## src/rtl/frame_parity_gen.sv

```systemverilog
// -----------------------------------------------------------------------------
// frame_parity_gen
// Parity generator for the UART/serial datapath. It accumulates parity over a
// frame of 1..FRAME_MAX words and supports even, odd, mark and space modes.
// Words arrive on a valid/ready handshake. The result leaves on a valid/ack
// handshake towards the serializer.
//
// Ports
//   CLK        in   clock, rising edge
//   RST        in   asynchronous active-low reset
//   P_DATA     in   input word (DATA_WIDTH bits)
//   Data_Valid in   P_DATA valid
//   in_ready   out  block can accept a word
//   busy       in   downstream serializer busy; stalls word acceptance
//   PAR_EN     in   enable; low aborts a frame in progress
//   PAR_MODE   in   00 even, 01 odd, 10 mark, 11 space
//   FRAME_LEN  in   words per frame (0 -> 1, >FRAME_MAX -> FRAME_MAX)
//   par_bit    out  registered frame parity
//   par_valid  out  par_bit valid, held until par_ack
//   par_ack    in   consumer takes the result
//
// Optional macro PAR_CHECK_EN adds a receive-side check:
//   RX_PAR     in   received parity bit
//   par_err    out  one-cycle pulse on par_ack when RX_PAR != par_bit
// -----------------------------------------------------------------------------
module frame_parity_gen #(
   parameter int unsigned DATA_WIDTH = 8,
   parameter int unsigned FRAME_MAX  = 16,
   parameter int unsigned LEN_W      = 5
) (
   input  logic                  CLK,
   input  logic                  RST,
`ifdef PAR_CHECK_EN
   input  logic                  RX_PAR,
   output logic                  par_err,
`else
   // Receive-side check ports are absent in this build.
`endif
   input  logic [DATA_WIDTH-1:0] P_DATA,
   input  logic                  Data_Valid,
   output logic                  in_ready,
   input  logic                  busy,
   input  logic                  PAR_EN,
   input  logic [1:0]            PAR_MODE,
   input  logic [LEN_W-1:0]      FRAME_LEN,
   output logic                  par_bit,
   output logic                  par_valid,
   input  logic                  par_ack
);

   typedef enum logic [1:0] {StIdle, StAccum, StDone} state_e;

   state_e             r_state,     w_state_nxt;
   logic [LEN_W-1:0]   r_cnt,       w_cnt_nxt;
   logic [LEN_W-1:0]   r_len,       w_len_nxt;
   logic [1:0]         r_mode,      w_mode_nxt;
   logic               r_xr,        w_xr_nxt;
   logic               r_par_bit,   w_par_bit_nxt;
   logic               r_par_valid, w_par_valid_nxt;

   logic               w_acc;
   logic               w_word_par;
   logic               w_xr_acc;
   logic [LEN_W-1:0]   w_len_eff;
   logic [LEN_W-1:0]   w_cnt_inc;

   // Final parity bit for a given mode and accumulated XOR.
   function automatic logic f_par(input logic [1:0] mode, input logic xr);
      logic res;
      case (mode)
         2'b00:   res = xr;
         2'b01:   res = ~xr;
         2'b10:   res = 1'b1;
         default: res = 1'b0;
      endcase
      return res;
   endfunction

   assign in_ready   = PAR_EN & ~busy & ((r_state == StIdle) | (r_state == StAccum));
   assign w_acc      = Data_Valid & in_ready;
   assign w_word_par = ^P_DATA;
   assign w_xr_acc   = r_xr ^ w_word_par;
   assign w_cnt_inc  = r_cnt + LEN_W'(1);

   always_comb begin
      if (FRAME_LEN == '0) begin
         w_len_eff = LEN_W'(1);
      end else if (FRAME_LEN > LEN_W'(FRAME_MAX)) begin
         w_len_eff = LEN_W'(FRAME_MAX);
      end else begin
         w_len_eff = FRAME_LEN;
      end
   end

   always_comb begin
      w_state_nxt     = r_state;
      w_cnt_nxt       = r_cnt;
      w_len_nxt       = r_len;
      w_mode_nxt      = r_mode;
      w_xr_nxt        = r_xr;
      w_par_bit_nxt   = r_par_bit;
      w_par_valid_nxt = r_par_valid;
      unique case (r_state)
         StIdle: begin
            if (w_acc) begin
               // Mode and length are frozen here for the whole frame.
               w_mode_nxt = PAR_MODE;
               w_len_nxt  = w_len_eff;
               w_xr_nxt   = w_word_par;
               w_cnt_nxt  = LEN_W'(1);
               if (w_len_eff == LEN_W'(1)) begin
                  w_state_nxt     = StDone;
                  w_par_bit_nxt   = f_par(PAR_MODE, w_word_par);
                  w_par_valid_nxt = 1'b1;
               end else begin
                  w_state_nxt = StAccum;
               end
            end
         end
         StAccum: begin
            if (!PAR_EN) begin
               // Abort: discard the partial frame, keep the last result.
               w_state_nxt = StIdle;
               w_cnt_nxt   = '0;
               w_xr_nxt    = 1'b0;
            end else if (w_acc) begin
               w_xr_nxt  = w_xr_acc;
               w_cnt_nxt = w_cnt_inc;
               if (w_cnt_inc == r_len) begin
                  w_state_nxt     = StDone;
                  w_par_bit_nxt   = f_par(r_mode, w_xr_acc);
                  w_par_valid_nxt = 1'b1;
               end
            end
         end
         StDone: begin
            if (par_ack) begin
               w_state_nxt     = StIdle;
               w_par_valid_nxt = 1'b0;
            end
         end
         default: begin
            w_state_nxt = StIdle;
         end
      endcase
   end

   always_ff @(posedge CLK or negedge RST) begin
      if (!RST) begin
         r_state     <= StIdle;
         r_cnt       <= '0;
         r_len       <= '0;
         r_mode      <= 2'b00;
         r_xr        <= 1'b0;
         r_par_bit   <= 1'b0;
         r_par_valid <= 1'b0;
      end else begin
         r_state     <= w_state_nxt;
         r_cnt       <= w_cnt_nxt;
         r_len       <= w_len_nxt;
         r_mode      <= w_mode_nxt;
         r_xr        <= w_xr_nxt;
         r_par_bit   <= w_par_bit_nxt;
         r_par_valid <= w_par_valid_nxt;
      end
   end

   assign par_bit   = r_par_bit;
   assign par_valid = r_par_valid;

`ifdef PAR_CHECK_EN
   logic r_par_err;
   logic w_par_err_nxt;

   // Compared against the held result on the ack cycle; self-clears next cycle.
   assign w_par_err_nxt = (r_state == StDone) & par_ack & (RX_PAR != r_par_bit);

   always_ff @(posedge CLK or negedge RST) begin
      if (!RST) begin
         r_par_err <= 1'b0;
      end else begin
         r_par_err <= w_par_err_nxt;
      end
   end

   assign par_err = r_par_err;
`else
   // No receive-side check logic in this build.
`endif

endmodule

```

## config.mk

```make
export PLATFORM = sky130hd
export DESIGN_NAME = frame_parity_gen
export DESIGN_NICKNAME = d
export VERILOG_FILES = /design/src/rtl/frame_parity_gen.sv
export SDC_FILE = /design/constraint.sdc
export NUM_CORES = 1
export LEC_CHECK = 0
export CAP_MARGIN = 20
export CORE_UTILIZATION = 30
export DETAILED_ROUTE_END_ITERATION = 7
export GPL_ROUTABILITY_DRIVEN = 1
export PLACE_DENSITY = 0.55
export SYNTH_ARGS = -nofsm -noshare
export SYNTH_HDL_FRONTEND = slang
export SYNTH_SLANG_ARGS = --single-unit
```

## constraint.sdc

```tcl
create_clock -name CLK -period 1.79 [get_ports CLK]
set_clock_uncertainty 0.2 [all_clocks]
set_input_delay 0.537 -clock CLK [delete_from_list [all_inputs] [get_ports CLK]]
set_output_delay 0.537 -clock CLK [all_outputs]
set_load 0.05 [all_outputs]
```

; ---- After elaboration in Yosys (flattened, before gate mapping)
; Index checks and enable logic that the tools add are counted.
[op_classes]
eq_ne = 16
muxes = 32
n_reduce_logical = 12
n_lt_le_gt_ge = 1
add_sub_neg = 1
bitwise = 8
[ops]
columns = operator, n
row1 = 5-bit two-way mux, 5
row2 = 1-bit two-way mux, 14
row3 = 2-bit two-way mux, 6
row4 = 5-bit case mux with 2 select lines, 1
row5 = 1-bit case mux with 3 select lines, 3
row6 = "2-bit != test, second input constant", 4
row7 = 8-bit XOR reduction, 1
row8 = 7-bit AND reduction, 1
row9 = "2-bit by 1-bit == test with 1-bit output, second input constant", 3
row10 = "2-bit == test, second input constant", 3
row11 = 2-bit logical NOT, 3
row12 = 2-bit case mux with 3 select lines, 1
row13 = 6-bit AND reduction, 1
row14 = "5-bit by 1-bit adder with 5-bit output, second input constant", 1
row15 = "5-bit by 1-bit == test with 1-bit output, second input constant", 1
row16 = 5-bit == test, 1
row17 = "5-bit greater-than comparator, second input constant", 1
row18 = 5-bit logical NOT, 1
row19 = "2-bit by 1-bit != test with 1-bit output, second input constant", 2
row20 = 1-bit case mux with 2 select lines, 2
row21 = 4-bit AND reduction, 1
row22 = 1-bit bitwise AND, 3
row23 = "3-bit by 2-bit != test with 1-bit output, second input constant", 1
row24 = "3-bit != test, second input constant", 1
row25 = other kinds (7), 9
[totals]
reg_bits = 17
wordCells = 77
input_bits = 21
output_inout_bits = 3

; ---- Depth between registers and ports, before layout
[depth]
depth_word = 8
ltp_mapped = 7
ltp_nobuf = 7

; ---- Least setup slack after synthesis
; OpenSTA, ideal clock, no wires.
[synth_path]
kind = input-to-output
startpoint = input port PAR_EN
endpoint = output port in_ready
path_stages = 1
required_time_ps = 1053
t_arrival_ps = 1683
n_path_buf = 0
path_slack_ps = -630
path_cell_list = nor3b_1
[synth_between]
elab_chain_cells = 2
[synth_rtl]
columns = item, line
row1 = from (decl), 43  ; input logic PAR_EN,
row2 = 1-bit bitwise AND (2 in a row), 79  ; assign in_ready = PAR_EN & ~busy & ((r_state == StIdle) | (r_state == StAccum));
row3 = to (decl), 41  ; output logic in_ready,
; Every way passes these cells.

; ---- Worst setup path in the final report
[layout_path]
startpoint = register r_cnt[1]
endpoint = register r_state[0]
[layout_between]
elab_chain_cells = 4
[layout_rtl]
columns = item, line
row1 = from (decl), 54  ; logic [LEN_W-1:0] r_cnt, w_cnt_nxt;
row2 = from (signal assigned), 159  ; r_cnt <= w_cnt_nxt;
row3 = 5-bit by 1-bit adder with 5-bit output, 83  ; assign w_cnt_inc = r_cnt + LEN_W'(1);
row4 = 5-bit == test, 129  ; if (w_cnt_inc == r_len) begin
row5 = 3-bit by 2-bit != test with 1-bit output (no line), n/a
row6 = 4-bit AND reduction (no line), n/a
row7 = to (signal assigned), 150  ; r_state <= StIdle;
row8 = to (signal assigned), 158  ; r_state <= w_state_nxt;
row9 = to (decl), 53  ; state_e r_state, w_state_nxt;
; Every way passes these cells.
; A chain may end at the register's enable or synchronous reset.

==> out/qor_table.md <==
| Group | Parameter | Value |
|---|---|---|
| critical path | Biggest cell delay along the critical path | 0.42 ns |
| grt | Largest net degree at the start of global routing | 18 |
| placed design | Post-DP HPWL | 1.84 mm |
| critical path | Critical Path Source | r_cnt[1] |
| power and ir drop | P_leak | 0.753 nW |
| sta | Final worst path period need | 1.96 ns |
| final layout | Area added between synthesis and finish | 66.7% |
| final layout | Antenna diode count | 0 |
| synthesis | Cell taking the most area after synthesis | dfrtp_1 |
| floorplanning | Die height | 59.7 um |
| clock tree | Clk Latency, worst-skew pair | 0.28 ns |
| synthesis | Cell with the most instances after synthesis | nand2_1 |
| synthesis | Async set-reset flop share out of synthesis | 1.00 |
| route | Via count | 945 |
| clock tree | H-tree levels | 1 |
| grt | Residual overflow from global routing | 0 |
| min path | Startpoint of the most critical hold path | r_len[1] |
| placed design | Number of buffers added on ports | 23 |
| sta | Final hold slack | 0.304 ns |
| synthesis | Top area cells in the synthesized netlist | dfrtp_1, xnor2_1, nand2_1, xor2_1, o21ai_0 |
| critical path | Kind of critical path | register to register |
| placed design | Worst setup timing slack at the placement stage | -0.735 ns |
| sta | Final setup fails | 8 |
| route | Overall routed net length | 2.31 mm |
| floorplanning | Core Area | 0.00310 mm2 |
| synthesis | Post-Synthesis Net Count | 134 |
| critical path | Worst setup EP type | register |
| final layout | # nets final | 186 |
| synthesis | Cell types with the highest counts after synthesis | nand2_1, dfrtp_1, xnor2_1 |
| synthesis | EDFF count, synth | 0 |
| sta | Fin. Hold Viols | 0 |
| run | Reported max-cap violation count | 0 |
| critical path | Cell with the largest stage delay on the worst path | dfrtp_1 |
| clock tree | Number of CTS-inserted buffers | 3 |
| sta | Final-report max-slew violation count | 0 |
| status | Outcome | finished, violations left |
| route | First-iteration detailed-routing DRC count | 27 |
| grt | First-pass GRT wire length | 3.97 mm |
| synthesis | Part of the Yosys area used for sequential elements | 0.427 |
| critical path | Startpoint class of the critical path | register |
| critical path | Reg2reg end | r_state[0] |
| critical path | Slack of the worst reg-to-reg path | -0.17 ns |
| route | Number of detailed-routing iterations run before antenna repair | 4 |
| min path | Tightest Hold Check Type | register to register |
| final layout | Final cell count without fillers | 207 |
| sta | RSZ-0062 raised after global routing | yes |
| floorplanning | Total I/O pin count | 24 |
| critical path | Peak fanout along the critical path | 2 |
| route | Final antenna-violating net count | 0 |
| power and ir drop | Power per Cell Area | 798 mW/mm2 |
| clock tree | Hold buffers post-CTS | 0 |
| synthesis | Post-synth top flop | dfrtp_1 |
| grt | Antenna violations before repair | 0 |
| placed design | Routability-driven placement congestion ratio | 0.746 |
| sta | Total negative setup slack | -0.489 ns |
| placed design | Placed Cells incl. Taps | 200 |
| route | Routed via count divided by cell count | 4.57 |
| sta | Achievable Freq | 511 MHz |
| sta | Least setup slack across all paths after layout | -0.168 ns |
| grt | Vias in the first global route | 962 |
| sta | Worst-margin pin slew | 0.330 ns |
| floorplanning | Effective utilization at floorplan | 0.321 |
| power and ir drop | Peak supply drop | 0.331 mV |
| critical path | Crit Reg-Reg Startpoint | r_cnt[1] |
| synthesis | Post-synthesis instance area | 997 um2 |
| synthesis | Mapped Avg Cell Area | 8.90 um2 |
| synthesis | Register bit total from synthesis | 17 |
| clock tree | Maximum root-to-sink buffer count | 2 |
| min path | Endpoint of the worst hold-timing path | r_len[1] |
| status | Violations in the final reports | setup timing |
| critical path | Worst r2r path cells | 8 |
| final layout | Share of the core filled with cells | 0.536 |
| floorplanning | Full die area | 0.00356 mm2 |
| clock tree | Clk root buf | clkbuf_4 |
| synthesis | Number of cells produced by synthesis | 112 |
| critical path | CP Cell Sequence | ha_4 > xnor2_4 > xnor2_2 > nor4_4 > buf_4 > nand2_1 > a32oi_1 > nor2_1 |
| sta | Relative slew slack | 0.780 |
| clock tree | Count of clock tree sinks | 17 |
| synthesis | Library cells used by synthesis | 27 |
| route | WL/cell | 11.2 um |
| clock tree | Clock transition at the registers of the reported paths | 0.10 ns |
| grt | Total global routing track utilization | 0.150 |
| sta | Final worst path period share | 1.09 |
| synthesis | Yosys Warn Count | 0 |
| route | Final routed DRC violation total | 0 |
| floorplanning | Die width | 59.7 um |
| critical path | Data arrival time of the critical path | 1.94 ns |
| clock tree | TritonCTS clock tree | done |
| floorplanning | Standard-cell row count | 20 |
| critical path | Worst endpoint required time | 1.77 ns |
| min path | Number of instances on the worst hold path | 2 |
| final layout | Fraction of layout cells with a size suffix above 1 | 0.399 |
| synthesis | Area share of the largest cell type after synthesis | 0.427 |
[where the power goes]
part           internal (mW)  switching, mW
Sequential             0.452         0.0703
Combinational          0.323          0.280
Clock                 0.0865          0.115
[critical path, delay by kind of cell (launching register included)]
family / cells / cell delay, ns
AO/OA/AOI/OAI: 1 / 0.18
AND/OR/NAND/NOR: 3 / 0.39
adder cells (fa/ha/maj): 1 / 0.20
flip-flops: 1 / 0.42
XOR/XNOR: 2 / 0.30
buffers and inverters: 1 / 0.17
[cell families (layout without fill, tap and decap cells)]
group / Yosys count / in the layout / synth area share
xor gates and xnor gates: 17 / 17 / 0.149
buffers and inverters: 5 / 56 / 0.0213
adders and majority gates: 1 / 1 / 0.0125
AOI/OAI and AO/OA: 19 / 19 / 0.114
muxes: 2 / 2 / 0.0201
and+or+nand+nor: 51 / 51 / 0.256
DFF: 17 / 17 / 0.427
[layout by cell type, fill, tap and decap left out, types with 4 or more instances in the layout]
master | Yosys | routed
buf_4 | 0 | 27
clkbuf_2 | 0 | 7
clkdlybuf4s50_1 | 0 | 10
dfrtp_1 | 17 | 16
nand2_1 | 23 | 22
nand3_1 | 7 | 5
nor2_1 | 8 | 8
nor2b_1 | 4 | 4
o21ai_0 | 9 | 8
xnor2_2 | 0 | 7
xor2_1 | 6 | 5
[layer usage]
metal / track usage / vias up / wire [um]
met2: 0.248 / 23 / 1070
li1: - / 486 / -
met3: 0.0195 / 2 / 85
met5: 0 / - / 0
met1: 0.198 / 434 / 1130
met4: 0.0598 / 0 / 27
[sequential cells by signal (all words and copies together), names as in the netlist]
signal,count
r_cnt,5
par_valid,1
r_len,5
r_mode,2
par_bit,1
r_xr,1
r_state,2
[through the flow]
stage / instance area, um2 / power (mW)
after floorplan: 1120 / 0.843
after global placement: 1600 / 1.08
after detailed placement: 1600 / 1.09
after CTS: 1670 / 1.31
after global routing: 1660 / 1.41
final: 1660 / 1.33
[worst max path at each step]
| stage | slack [ns] | end | cells past startpoint |
|---|---|---|---|
| 6_report | -0.17 | r_state[0] | 8 |
| 5_1_grt | -0.26 | r_state[0] | 8 |
| 4_1_cts | -0.19 | par_bit | 7 |
| 3_5_place_dp | -0.74 | par_bit | 7 |
| 3_3_place_gp | -0.69 | par_bit | 7 |
| 2_1_floorplan | -0.1 | par_bit | 6 |
[cell type report]
class                      instances  area [um2]
clock buffer                       4        26.3
fill                             322        1440
tap                               44        55.1
sequential                        17         427
multi-input combinational         90         722
inverter                           2        7.51
timing repair buffer              50         425
[repair_timing]
action / CTS / global route
setup endpoints to repair: 15 / 12
pin swaps: 8 / 7
resized for setup: 24 / 23
buffers inserted: 2 / 3
No activity file was read; power rests on OpenSTA's default activity.
==> RTL edit: new RTL, same settings <==
The 3 states of `state_e` get a one-hot encoding in 3 bits.
--- a/src/rtl/frame_parity_gen.sv
+++ b/src/rtl/frame_parity_gen.sv
@@ -49,5 +49,5 @@
 );
 
-   typedef enum logic [1:0] {StIdle, StAccum, StDone} state_e;
+   typedef enum logic [2:0] {StIdle = 3'b001, StAccum = 3'b010, StDone = 3'b100} state_e;
 
    state_e             r_state,     w_state_nxt;
Function: no difference found for any inputs over 10 cycles, from zero or initial values and one cycle with RST low; not proved beyond that.
==> RTL edit against the original RTL <==
The flow still finishes with violations (negative setup slack). Sequential share of layout area decreased by 2.3 points. Register-to-register slack worse by 0.21 ns. Total power is 63% higher. Maximum frequency fell by 13%. Sequential cell count is 1 higher. Critical endpoint is now in_ready. Design area rose by 16%. Clock power up 67%. Setup slack lost 0.28 ns. Via count is 26% higher. Critical path type is now reg -> out. Area after synthesis rose by 18%. Wire length grew 36%. Largest cell class unchanged. Synthesized cell count rose by 20%.
==> RTL edit: results <==
place:
  dp_hpwl_mm: 2.37
  pre_cts_slack_ns: -0.784
  gp_congestion: 0.805
  place_area_sq_um: 1760
critical_path:
  crit_path_end: "in_ready"
  critPathMaxStageDelay_ns: 0.58
  r2r_cells: 7
  cp_max_fo: 3
  cp_slowest_cell: "dfstp_2"
logic_synthesis:
  syn_nets: 156
  yosysSeqAreaShare_pct: 38.4
  netlist_top_cells_count: "nand2_1 (23), dfrtp_1 (17), o21ai_0 (14)"
  ys_types: 38
  syn_inst: 134
grt:
  grt_use_met1_pct: 20.0
  grt_max_degree: 19
  grt_pass1_wl_mm: 5.27
  grt_usage_pct: 16.5
  met2_usage_pct: 30.0
clocking:
  cts_resized: 22
  root_buffer: "clkbuf_8"
  clk_pin_slew_worst_paths_ns: 0.07
  clkLatencyLatePin_ns: 0.25
cells_and_area:
  fin_nets: 219
  final_cells: 244
  top_regs: "r_cnt (5), r_len (5), r_state (3)"
status:
  status: "complete, but fails checks"
  violations: "negative setup slack"
route:
  wl_met1_mm: 1.38
  routed_wl_mm: 3.14
  dr_wl_met3_um: 64
  drtIter0Drc: 43
power_and_ir_drop:
  power.share.clock_pct: 15.5
  comb_power_share_pct: 53.0
timing:
  fin_ws_ns: -0.452
  setup_viol: 18
[RTL edit: changes by cell type in the layout (fill, tap and decap cells not counted), sizes merged, moves of 3 or more]
cell and delta:
nor3 +3, nand3 -3, nor3b +3, dlygate4sd2 +10, clkbuf -7, o21ai +5
nand3b +4, buf +6
[RTL edit: final cells by class]
cell class | instances | area [sq um]
clock buffer | 4 | 55.1
fill | 360 | 1780
inverter | 4 | 15.0
multi-input combinational | 111 | 821
sequential | 18 | 453
tap | 48 | 60.1
timing repair buffer | 59 | 532
[RTL edit: cell families after synthesis]
| group | count (synthesis) | synth area share (%) |
|---|---|---|
| adders and majority gates | 1 | 1.06 |
| muxes | 2 | 1.81 |
| buffers and inverters | 5 | 1.70 |
| and+or+nand+nor | 62 | 27.6 |
| DFF | 18 | 38.4 |
| AOI/OAI and AO/OA | 32 | 19.0 |
| xor gates and xnor gates | 14 | 10.4 |
